File: config.mk
export PLATFORM = sky130hd
export DESIGN_NAME = fpu_minmax_opstage
export DESIGN_NICKNAME = d
export VERILOG_FILES = /design/src/rtl/fpu_minmax_opstage.sv
export SDC_FILE = /design/constraint.sdc
export NUM_CORES = 1
export LEC_CHECK = 0
export CAP_MARGIN = 20
export CORE_ASPECT_RATIO = 1.2
export CORE_UTILIZATION = 40
export CTS_CLUSTER_SIZE = 10
export DETAILED_ROUTE_END_ITERATION = 8
export GPL_ROUTABILITY_DRIVEN = 0
export HOLD_SLACK_MARGIN = 0.03
export PLACE_DENSITY_LB_ADDON = 0.3
export SLEW_MARGIN = 5
export SYNTH_ARGS = -nofsm -noshare
export SYNTH_HDL_FRONTEND = slang
export SYNTH_SLANG_ARGS = --single-unit
export TNS_END_PERCENT = 20
File: constraint.sdc
create_clock -name clk_i -period 1.6 [get_ports clk_i]
set_clock_uncertainty 0.05 [all_clocks]
set_input_delay 0.32 -clock clk_i [delete_from_list [all_inputs] [get_ports clk_i]]
set_output_delay 0.32 -clock clk_i [all_outputs]
set_load 0.01 [all_outputs]
File: src/rtl/fpu_minmax_opstage.sv
// fpu_minmax_opstage: registered operand-preparation stage ahead of the
// single-precision FMIN.S/FMAX.S compare. Screens operands for NaN following
// the RISC-V F rules, precomputes a bypass result where the compare must not
// decide, raises NV on signalling NaNs, and buffers through a 2-entry skid
// buffer so in_ready_o comes straight from a flop.
// Optional build macro: FPU_MINMAX_OPSTAGE_PERF_EN adds three 32-bit
// performance counters (ops, NaN bypasses, output stall cycles).
`timescale 1ns/1ps

module fpu_minmax_opstage #(
  parameter logic [31:0] CANON_NAN = 32'h7FC0_0000
) (
  input  logic        clk_i,
  input  logic        rst_ni,
`ifdef FPU_MINMAX_OPSTAGE_PERF_EN
  output logic [31:0] perf_ops_o,
  output logic [31:0] perf_nan_o,
  output logic [31:0] perf_stall_o,
`endif
  input  logic        in_valid_i,
  output logic        in_ready_o,
  input  logic        in_is_max_i,
  input  logic [31:0] in_rs1_i,
  input  logic [31:0] in_rs2_i,
  output logic        out_valid_o,
  input  logic        out_ready_i,
  output logic [31:0] out_rs1_o,
  output logic [31:0] out_rs2_o,
  output logic        out_mode_o,
  output logic        out_bypass_o,
  output logic [31:0] out_bypass_val_o,
  output logic        out_nv_o
);

  typedef struct packed {
    logic [31:0] rs1;
    logic [31:0] rs2;
    logic        mode;
    logic        bypass;
    logic [31:0] bval;
    logic        nv;
  } entry_t;

  function automatic logic is_nan(input logic [31:0] x);
    return (x[30:23] == 8'hFF) && (x[22:0] != 23'd0);
  endfunction

  // A NaN with the quiet bit clear is signalling.
  function automatic logic is_snan(input logic [31:0] x);
    return is_nan(x) && !x[22];
  endfunction

  entry_t in_ent;
  entry_t main_q, main_d;
  entry_t skid_q, skid_d;
  logic   main_valid_q, main_valid_d;
  logic   skid_valid_q, skid_valid_d;
  logic   xfer_in, drain;
  logic   nan1, nan2;

  assign in_ready_o = ~skid_valid_q;
  assign xfer_in    = in_valid_i & ~skid_valid_q;
  assign drain      = main_valid_q & out_ready_i;

  // Decode the incoming request into a fully prepared entry.
  always_comb begin
    nan1          = is_nan(in_rs1_i);
    nan2          = is_nan(in_rs2_i);
    in_ent        = '0;
    in_ent.rs1    = in_rs1_i;
    in_ent.rs2    = in_rs2_i;
    in_ent.mode   = ~in_is_max_i;
    in_ent.nv     = is_snan(in_rs1_i) | is_snan(in_rs2_i);
    in_ent.bypass = nan1 | nan2;
    if (nan1 && nan2) begin
      in_ent.bval = CANON_NAN;
    end else if (nan1) begin
      in_ent.bval = in_rs2_i;
    end else if (nan2) begin
      in_ent.bval = in_rs1_i;
    end else begin
      in_ent.bval = 32'd0;
    end
  end

  // Skid-buffer next state: skid always refills main first, so order is FIFO.
  always_comb begin
    main_d       = main_q;
    skid_d       = skid_q;
    main_valid_d = main_valid_q;
    skid_valid_d = skid_valid_q;
    if (skid_valid_q) begin
      // in_ready_o is low here, so nothing new can arrive this cycle.
      if (drain) begin
        main_d       = skid_q;
        skid_valid_d = 1'b0;
      end
    end else if (!main_valid_q || drain) begin
      main_valid_d = xfer_in;
      if (xfer_in) begin
        main_d = in_ent;
      end
    end else if (xfer_in) begin
      skid_d       = in_ent;
      skid_valid_d = 1'b1;
    end
  end

  // State registers; data is cleared too so outputs read 0 out of reset.
  always_ff @(posedge clk_i or negedge rst_ni) begin
    if (!rst_ni) begin
      main_q       <= '0;
      skid_q       <= '0;
      main_valid_q <= 1'b0;
      skid_valid_q <= 1'b0;
    end else begin
      main_q       <= main_d;
      skid_q       <= skid_d;
      main_valid_q <= main_valid_d;
      skid_valid_q <= skid_valid_d;
    end
  end

  assign out_valid_o      = main_valid_q;
  assign out_rs1_o        = main_q.rs1;
  assign out_rs2_o        = main_q.rs2;
  assign out_mode_o       = main_q.mode;
  assign out_bypass_o     = main_q.bypass;
  assign out_bypass_val_o = main_q.bval;
  assign out_nv_o         = main_q.nv;

`ifdef FPU_MINMAX_OPSTAGE_PERF_EN
  logic [31:0] perf_ops_q, perf_nan_q, perf_stall_q;

  // Free-running wrap-around event counters.
  always_ff @(posedge clk_i or negedge rst_ni) begin
    if (!rst_ni) begin
      perf_ops_q   <= 32'd0;
      perf_nan_q   <= 32'd0;
      perf_stall_q <= 32'd0;
    end else begin
      if (xfer_in) begin
        perf_ops_q <= perf_ops_q + 32'd1;
      end
      if (xfer_in && in_ent.bypass) begin
        perf_nan_q <= perf_nan_q + 32'd1;
      end
      if (main_valid_q && !out_ready_i) begin
        perf_stall_q <= perf_stall_q + 32'd1;
      end
    end
  end

  assign perf_ops_o   = perf_ops_q;
  assign perf_nan_o   = perf_nan_q;
  assign perf_stall_o = perf_stall_q;
`endif

endmodule

==> impl_metrics.toml, run 1 <==
[status]
status = "finished, violations left"
violations = "setup timing"

[sta]
timing.final.crit_share_pct = 113
setup_violations = 180
relSlewSlack_pct = 71.5
timing.hold.ws_ns = 0.143
fin_crit_ns = 1.81
timing.final.ws_setup_ns = -0.208
hold_violations = 0
final.setup.tns_ns = -21.23
worst_pin_slew_ns = 0.428
rsz0062_at_grt = "true"
slew_violations = 0
timing.fmax_mhz = 553

[synthesis]
synthTopCellsByArea = "dfrtp_1, nand2_1, mux2i_1"
synth-edff-count = 0
synthFlopType = "dfrtp_1"
synthArstFlopShare_pct = 100
syn_avg_cell_area_um2 = 9.52
yosysTopAreaCellShare_pct = 56.5
postSynthCellCount = 930
ys_seq_area_share_pct = 56.5
yosys_warnings = 0
synth-seq-cells = 200
ys_types = 38
synth_area_um2 = 8860
syn_nets = 999
yosysTopAreaCell = "dfrtp_1"

[critical_path]
crit_chain = "bufbuf_16 > or3_4 > buf_12 > nand2_1 > o221ai_1"
cp_slowest_stage_delay_ns = 0.50
path_max_fanout = 45
r2r_slack_ns = -0.21
end_kind = "register"
critPathLaunchType = "register"
crit_slowest_cell = "dfrtp_4"
required_ns = 1.86
r2r-start = "skid_valid_q"
worstPathArrival_ns = 2.06
r2r_end = "skid_q[13]"
r2r_cells = 5
path_class = "reg2reg"

[placement]
port_buffers = 169
dpl.hpwl_mm = 18.4
placed_area_um2 = 12000

[clocking]
h-tree-depth = 4
clk_pin_slew_ns = 0.07
cts_buffer_depth = 2
cts_buffers = 17
cts_tree = "yes"
cts_num_sinks = 200
cts-root-buf = "clkbuf_16"
insertion_delay_ns = 0.43

[pwr]
ir_worst_vdd_mv = 0.699
leakage_nw = 7.56
p_per_area_nw_per_um2 = 704
power_mw = 9.95

[route]
dr.first_iter.drc_count = 573
dr.pass1.iters = 5
routedWlPerCell_um = 20.0
final_antenna_net_count = 0
drc = 0
drt-total-wl_mm = 30.6
vias = 8573
vias_per_cell = 5.60

[grt]
grtUsageTotal_pct = 27.7
grt_pass1_vias = 8686
gr-total-overflow = 0
grt_pass1_wl_mm = 47.3
grt_max_degree = 46
antenna_found_initial = 0

[finish]
n_fill_cell = 1714
fin_nets = 1314
drive_gt1_share_pct = 31.7
fin_area_um2 = 14100
antennaDiodeCount = 0
fin_util_pct = 65.2
area_delta_synth_final_pct = 59.7

[die]
die_w_um = 138
dieHeight_um = 165
rows = 59
core_area_um2 = 21700
pin_count = 170
start_util_pct = 40.8
die_area_um2 = 22700

[hold_path]
worst_hold_startpoint = "in_rs2_i[5]"
hold_end = "skid_q[40]"
hp-class = "in2reg"
min_path_cells = 3

[flow_run]
drv_cap = 0
==> state kept, by name (all words and copies together), names as in the netlist <==
name / cells
out_valid_o: 1
out_nv_o: 1
out_bypass_o: 1
skid_q: 99
skid_valid_q: 1
out_bypass_val_o: 32
out_mode_o: 1
out_rs1_o: 32
out_rs2_o: 32
==> layout make-up <==
cell class	instances	area [um^2]	share of cell area, %
sequential	200	5010	35.4
multi-input combinational	659	4380	30.9
inverter	2	10.0	0.0708
clock inverter	10	120	0.849
timing repair buffer	365	3830	27.1
clock buffer	21	460	3.26
tap	274	343	2.42
==> routing by layer <==
metal | part of all wire, % | track usage (%) | up-vias
li1 | - | - | 3863
met1 | 41 | 35.5 | 4268
met2 | 50 | 45.9 | 375
met3 | 6.1 | 5.43 | 67
met4 | 3.4 | 10.8 | 0
met5 | 0 | 0 | -
==> report_power, final <==
group / leakage [nW] / internal (mW) / switching [mW] / total, mW
clock: 0.280 / 2.39 / 1.94 / 4.33
combinational: 4.49 / 0.241 / 0.333 / 0.573
sequential: 2.79 / 5.05 / 0 / 5.05
total: 7.56 / 7.68 / 2.27 / 9.95
==> worst max-delay path by stage <==
stage	from	end	cells past startpoint
after floorplan	in_rs2_i[22]	out_bypass_val_o[28]	6
after global routing	skid_valid_q	skid_q[13]	5
after global placement	in_rs2_i[11]	out_bypass_val_o[27]	7
after CTS	skid_valid_q	skid_q[13]	5
final	skid_valid_q	skid_q[13]	5
after detailed placement	in_rs2_i[17]	skid_q[15]	8
==> critical path, delay by kind of cell (launching register included) <==
family,cells,cell delay (ns)
flip-flops,1,0.50
AND/OR/NAND/NOR,2,0.53
AO/OA/AOI/OAI,1,0.10
buffers and inverters,2,0.47
==> cells in the mapped netlist (4+ instances only) <==
cell      instances
nand2_1         331
o211ai_1         22
nand4_1          27
mux2_2            4
nor4_1            8
o221ai_1         22
mux2i_1          64
a21oi_1          28
buf_2            24
o21ai_0          89
dfrtp_1         200
and3_1           26
buf_1             4
a221o_1           4
clkbuf_1         41
==> what timing repair did <==
item	4_1_cts	5_1_grt
setup buffers	33	9
endpoints found under the setup margin	220	199
resized for setup	449	108
pin swaps	72	37
gates cloned	15	2
endpoints found under the hold margin	37	0
hold buffers	1	0
==> stage by stage <==
step | setup slack [ns] | instances
6_report | -0.208 | 1531
4_1_cts | -0.184 | 1523
3_5_place_dp | -1.02 | 1444
2_1_floorplan | -0.0865 | 930
5_1_grt | -0.255 | 1531
3_3_place_gp | -0.982 | 1444
==> kinds of logic after synthesis <==
group           share of synthesized area [%]
flops                                    56.5
buf+inv                                  3.48
compound gates                           12.6
mux                                      7.74
simple gates                             19.7
==> layout by cell type (no fill, tap or decap), types with 7 or more instances in the layout <==
master           Yosys  final
clkdlybuf4s15_2      0      9
clkbuf_16            0     19
nand4_1             27     27
and3_1              26     22
a21oi_1             28     17
nand2_1            331    261
buf_12               0     26
buf_4                0    103
o21ai_0             89     33
nand2_4              0     27
buf_2               24     14
buf_16               0     14
nor4_4               0      7
o21ai_1              1     50
nand2_2              0     42
buf_6                1     43
o211ai_1            22     22
dfrtp_1            200    199
dlygate4sd2_1        0    130
o221ai_2             0     19
mux2i_1             64     63
Note: power is estimated with default switching activity, not from simulation.
==> inputs of run 2 (changes only) <==
--- a/config.mk
+++ b/config.mk
@@ -13,7 +13,6 @@
 export GPL_ROUTABILITY_DRIVEN = 0
 export HOLD_SLACK_MARGIN = 0.03
 export PLACE_DENSITY_LB_ADDON = 0.3
-export SLEW_MARGIN = 5
 export SYNTH_ARGS = -nofsm -noshare
 export SYNTH_HDL_FRONTEND = slang
 export SYNTH_SLANG_ARGS = --single-unit
==> results of run 2 <==
Final layout, timing and power as in run 1 (identical DEF).
==> inputs of run 3 (changes only) <==
--- a/config.mk
+++ b/config.mk
@@ -8,6 +8,7 @@
 export CAP_MARGIN = 20
 export CORE_ASPECT_RATIO = 1.2
 export CORE_UTILIZATION = 40
+export CTS_BUF_LIST = sky130_fd_sc_hd__clkbuf_8 sky130_fd_sc_hd__clkbuf_16
 export CTS_CLUSTER_SIZE = 10
 export DETAILED_ROUTE_END_ITERATION = 8
 export GPL_ROUTABILITY_DRIVEN = 0
==> run 3 against run 2 <==
The flow still finishes with violations (setup timing). Register-to-register slack hardly changed. Sequential power hardly changed. Fmax hardly changed. Final cell count stayed put. Cell area stayed put. Sequential cell count stayed put. Worst hold slack worse by 0.00060 ns. Wire length hardly changed. Utilization stayed put. Via count is 0.26% higher. First-iteration DRC count is 4.2% higher. Total power is 0.15% lower. Critical path type unchanged. Highest routed layer unchanged.
==> impl_metrics.toml, run 3 (synthesis gave the netlist of run 1 again) <==
[pwr]
ir_worst_vdd_mv = 0.698
leakage_nw = 7.57
swShare_pct = 22.8
p_per_area_nw_per_um2 = 703
power.share.clock_pct = 43.4
p_comb_share_pct = 5.8
switching_power_mw = 2.27
seqPwrFrac_pct = 50.8
internal_power_mw = 7.67
power_mw = 9.94

[route]
dr.pass1.iters = 6
drt-total-wl_mm = 30.5
routedWlPerCell_um = 19.9
final_antenna_net_count = 0
vias_per_cell = 5.61
dr.first_iter.drc_count = 597
drc = 0
vias = 8595

[status]
status = "finished, violations left"
violations = "setup timing"

[sta]
slew_violations = 0
setup_violations = 181
timing.final.crit_share_pct = 113
rsz0062_at_grt = "true"
worst_pin_slew_ns = 0.428
relSlewSlack_pct = 71.5
timing.final.ws_setup_ns = -0.210
timing.fmax_mhz = 553
hold_violations = 0
fin_crit_ns = 1.81

[placement]
dpl.hpwl_mm = 18.4
placed_area_um2 = 12000
dp_slack_ns = -1.02
port_buffers = 169

[critical_path]
cp_top_family = "simple AND/OR/NAND/NOR gates"
r2r_slack_ns = -0.21
end_kind = "register"
worstPathArrival_ns = 2.06
path_buf_inv = 2
crit_slowest_cell = "dfrtp_4"
required_ns = 1.86
critPathLaunchType = "register"
cp_slowest_stage_delay_ns = 0.50
path_class = "reg2reg"
path_max_fanout = 45
crit_chain = "bufbuf_16 > or3_4 > buf_12 > nand2_1 > o221ai_1"

[die]
core_area_um2 = 21700
start_util_pct = 40.8
dieHeight_um = 165
die_w_um = 138
die_area_um2 = 22700
pin_count = 170
rows = 59

[clocking]
h-tree-depth = 4
cts_num_sinks = 200
cts_buffers = 17
clk_pin_slew_ns = 0.07
cts-root-buf = "clkbuf_16"
cts_tree = "yes"
insertion_delay_ns = 0.43
cts_buffer_depth = 2

[grt]
grt_pass1_vias = 8686
antenna_found_initial = 0
grt_max_degree = 46
grtUsageMet2_pct = 45.9
busiest_layer = "met2"
grt_pass1_wl_mm = 47.3
gr-total-overflow = 0
gr-usage-met1_pct = 35.5
grtUsageMet3_pct = 5.43
grtUsageTotal_pct = 27.7

[finish]
fin_nets = 1314
largest_register = "skid_q"
area_delta_synth_final_pct = 59.7
fin_area_um2 = 14100
antennaDiodeCount = 0
final_cell_mix = "nand2_1, dfrtp_1, dlygate4sd2_1"
final_common_cell = "nand2_1"
drive_gt1_share_pct = 31.7
largest_register_ffs = 99
fin_util_pct = 65.2

[hold_path]
hp-class = "in2reg"

[flow_run]
drv_cap = 0
## run 3: changes by cell type in the layout (fill, tap and decap cells not counted)
cell      change
clkbuf_1      -2
inv_1         +2
## run 3: worst register-to-register path, stage by stage, from the launching register on
cell,delay [ns]
dfrtp_4,0.50
bufbuf_16,0.27
or3_4,0.43
buf_12,0.20
nand2_1,0.13
o221ai_1,0.10
## run 3: layout make-up
type	count	area [um^2]
Fill cell	1714	7560
Clock buffer	19	453
Multi-Input combinational cell	659	4380
Sequential cell	200	5010
Timing Repair Buffer	365	3830
Inverter	2	10.0
Clock inverter	12	128
Tap cell	274	343
## run 3: repair_timing
action / in CTS / in global routing
endpoints found under the setup margin: 220 / 199
pin swaps: 72 / 38
endpoints found under the hold margin: 37 / 0
hold buffers: 1 / 0
buffers inserted: 33 / 9
gates resized for setup: 449 / 108
cloned: 15 / 2
## run 3: path summary, 6_finish.rpt
check | endpoint | cells past startpoint | start
max in group asynchronous | out_bypass_val_o[18] | 3 | rst_ni
setup / recovery | skid_q[13] | 5 | skid_valid_q
min in group asynchronous | skid_q[95] | 2 | rst_ni
hold / removal | skid_q[40] | 3 | in_rs2_i[5]
setup reg to reg | skid_q[13] | 5 | skid_valid_q
hold reg to reg | out_rs2_o[25] | 2 | out_rs2_o[25]
## run 3: through the flow
| step | TNS [ns] | hold WS [ns] | cells |
|---|---|---|---|
| floorplan | -1.77 | -0.0256 | 930 |
| global placement | -101.99 | 0.256 | 1444 |
| detailed placement | -105.79 | 0.256 | 1444 |
| CTS | -16.73 | 0.149 | 1523 |
| global route | -31.61 | 0.144 | 1531 |
| finish | -21.25 | 0.142 | 1531 |
## run 3: power by group through the flow
stage,clock (mW),combinational (mW),sequential (mW)
finish,4.31,0.572,5.05
global route,4.53,0.615,5.05
CTS,4.36,0.565,5.05
detailed placement,0,0.557,5.15
global placement,0,0.557,5.15
floorplan,0,0.0239,5.15
## run 3: per-layer routing
| layer | share of wire (%) | vias to the layer above |
|---|---|---|
| li1 | - | 3866 |
| met1 | 41 | 4274 |
| met2 | 50 | 383 |
| met3 | 6.2 | 72 |
| met4 | 3.5 | 0 |
| met5 | 0 | - |
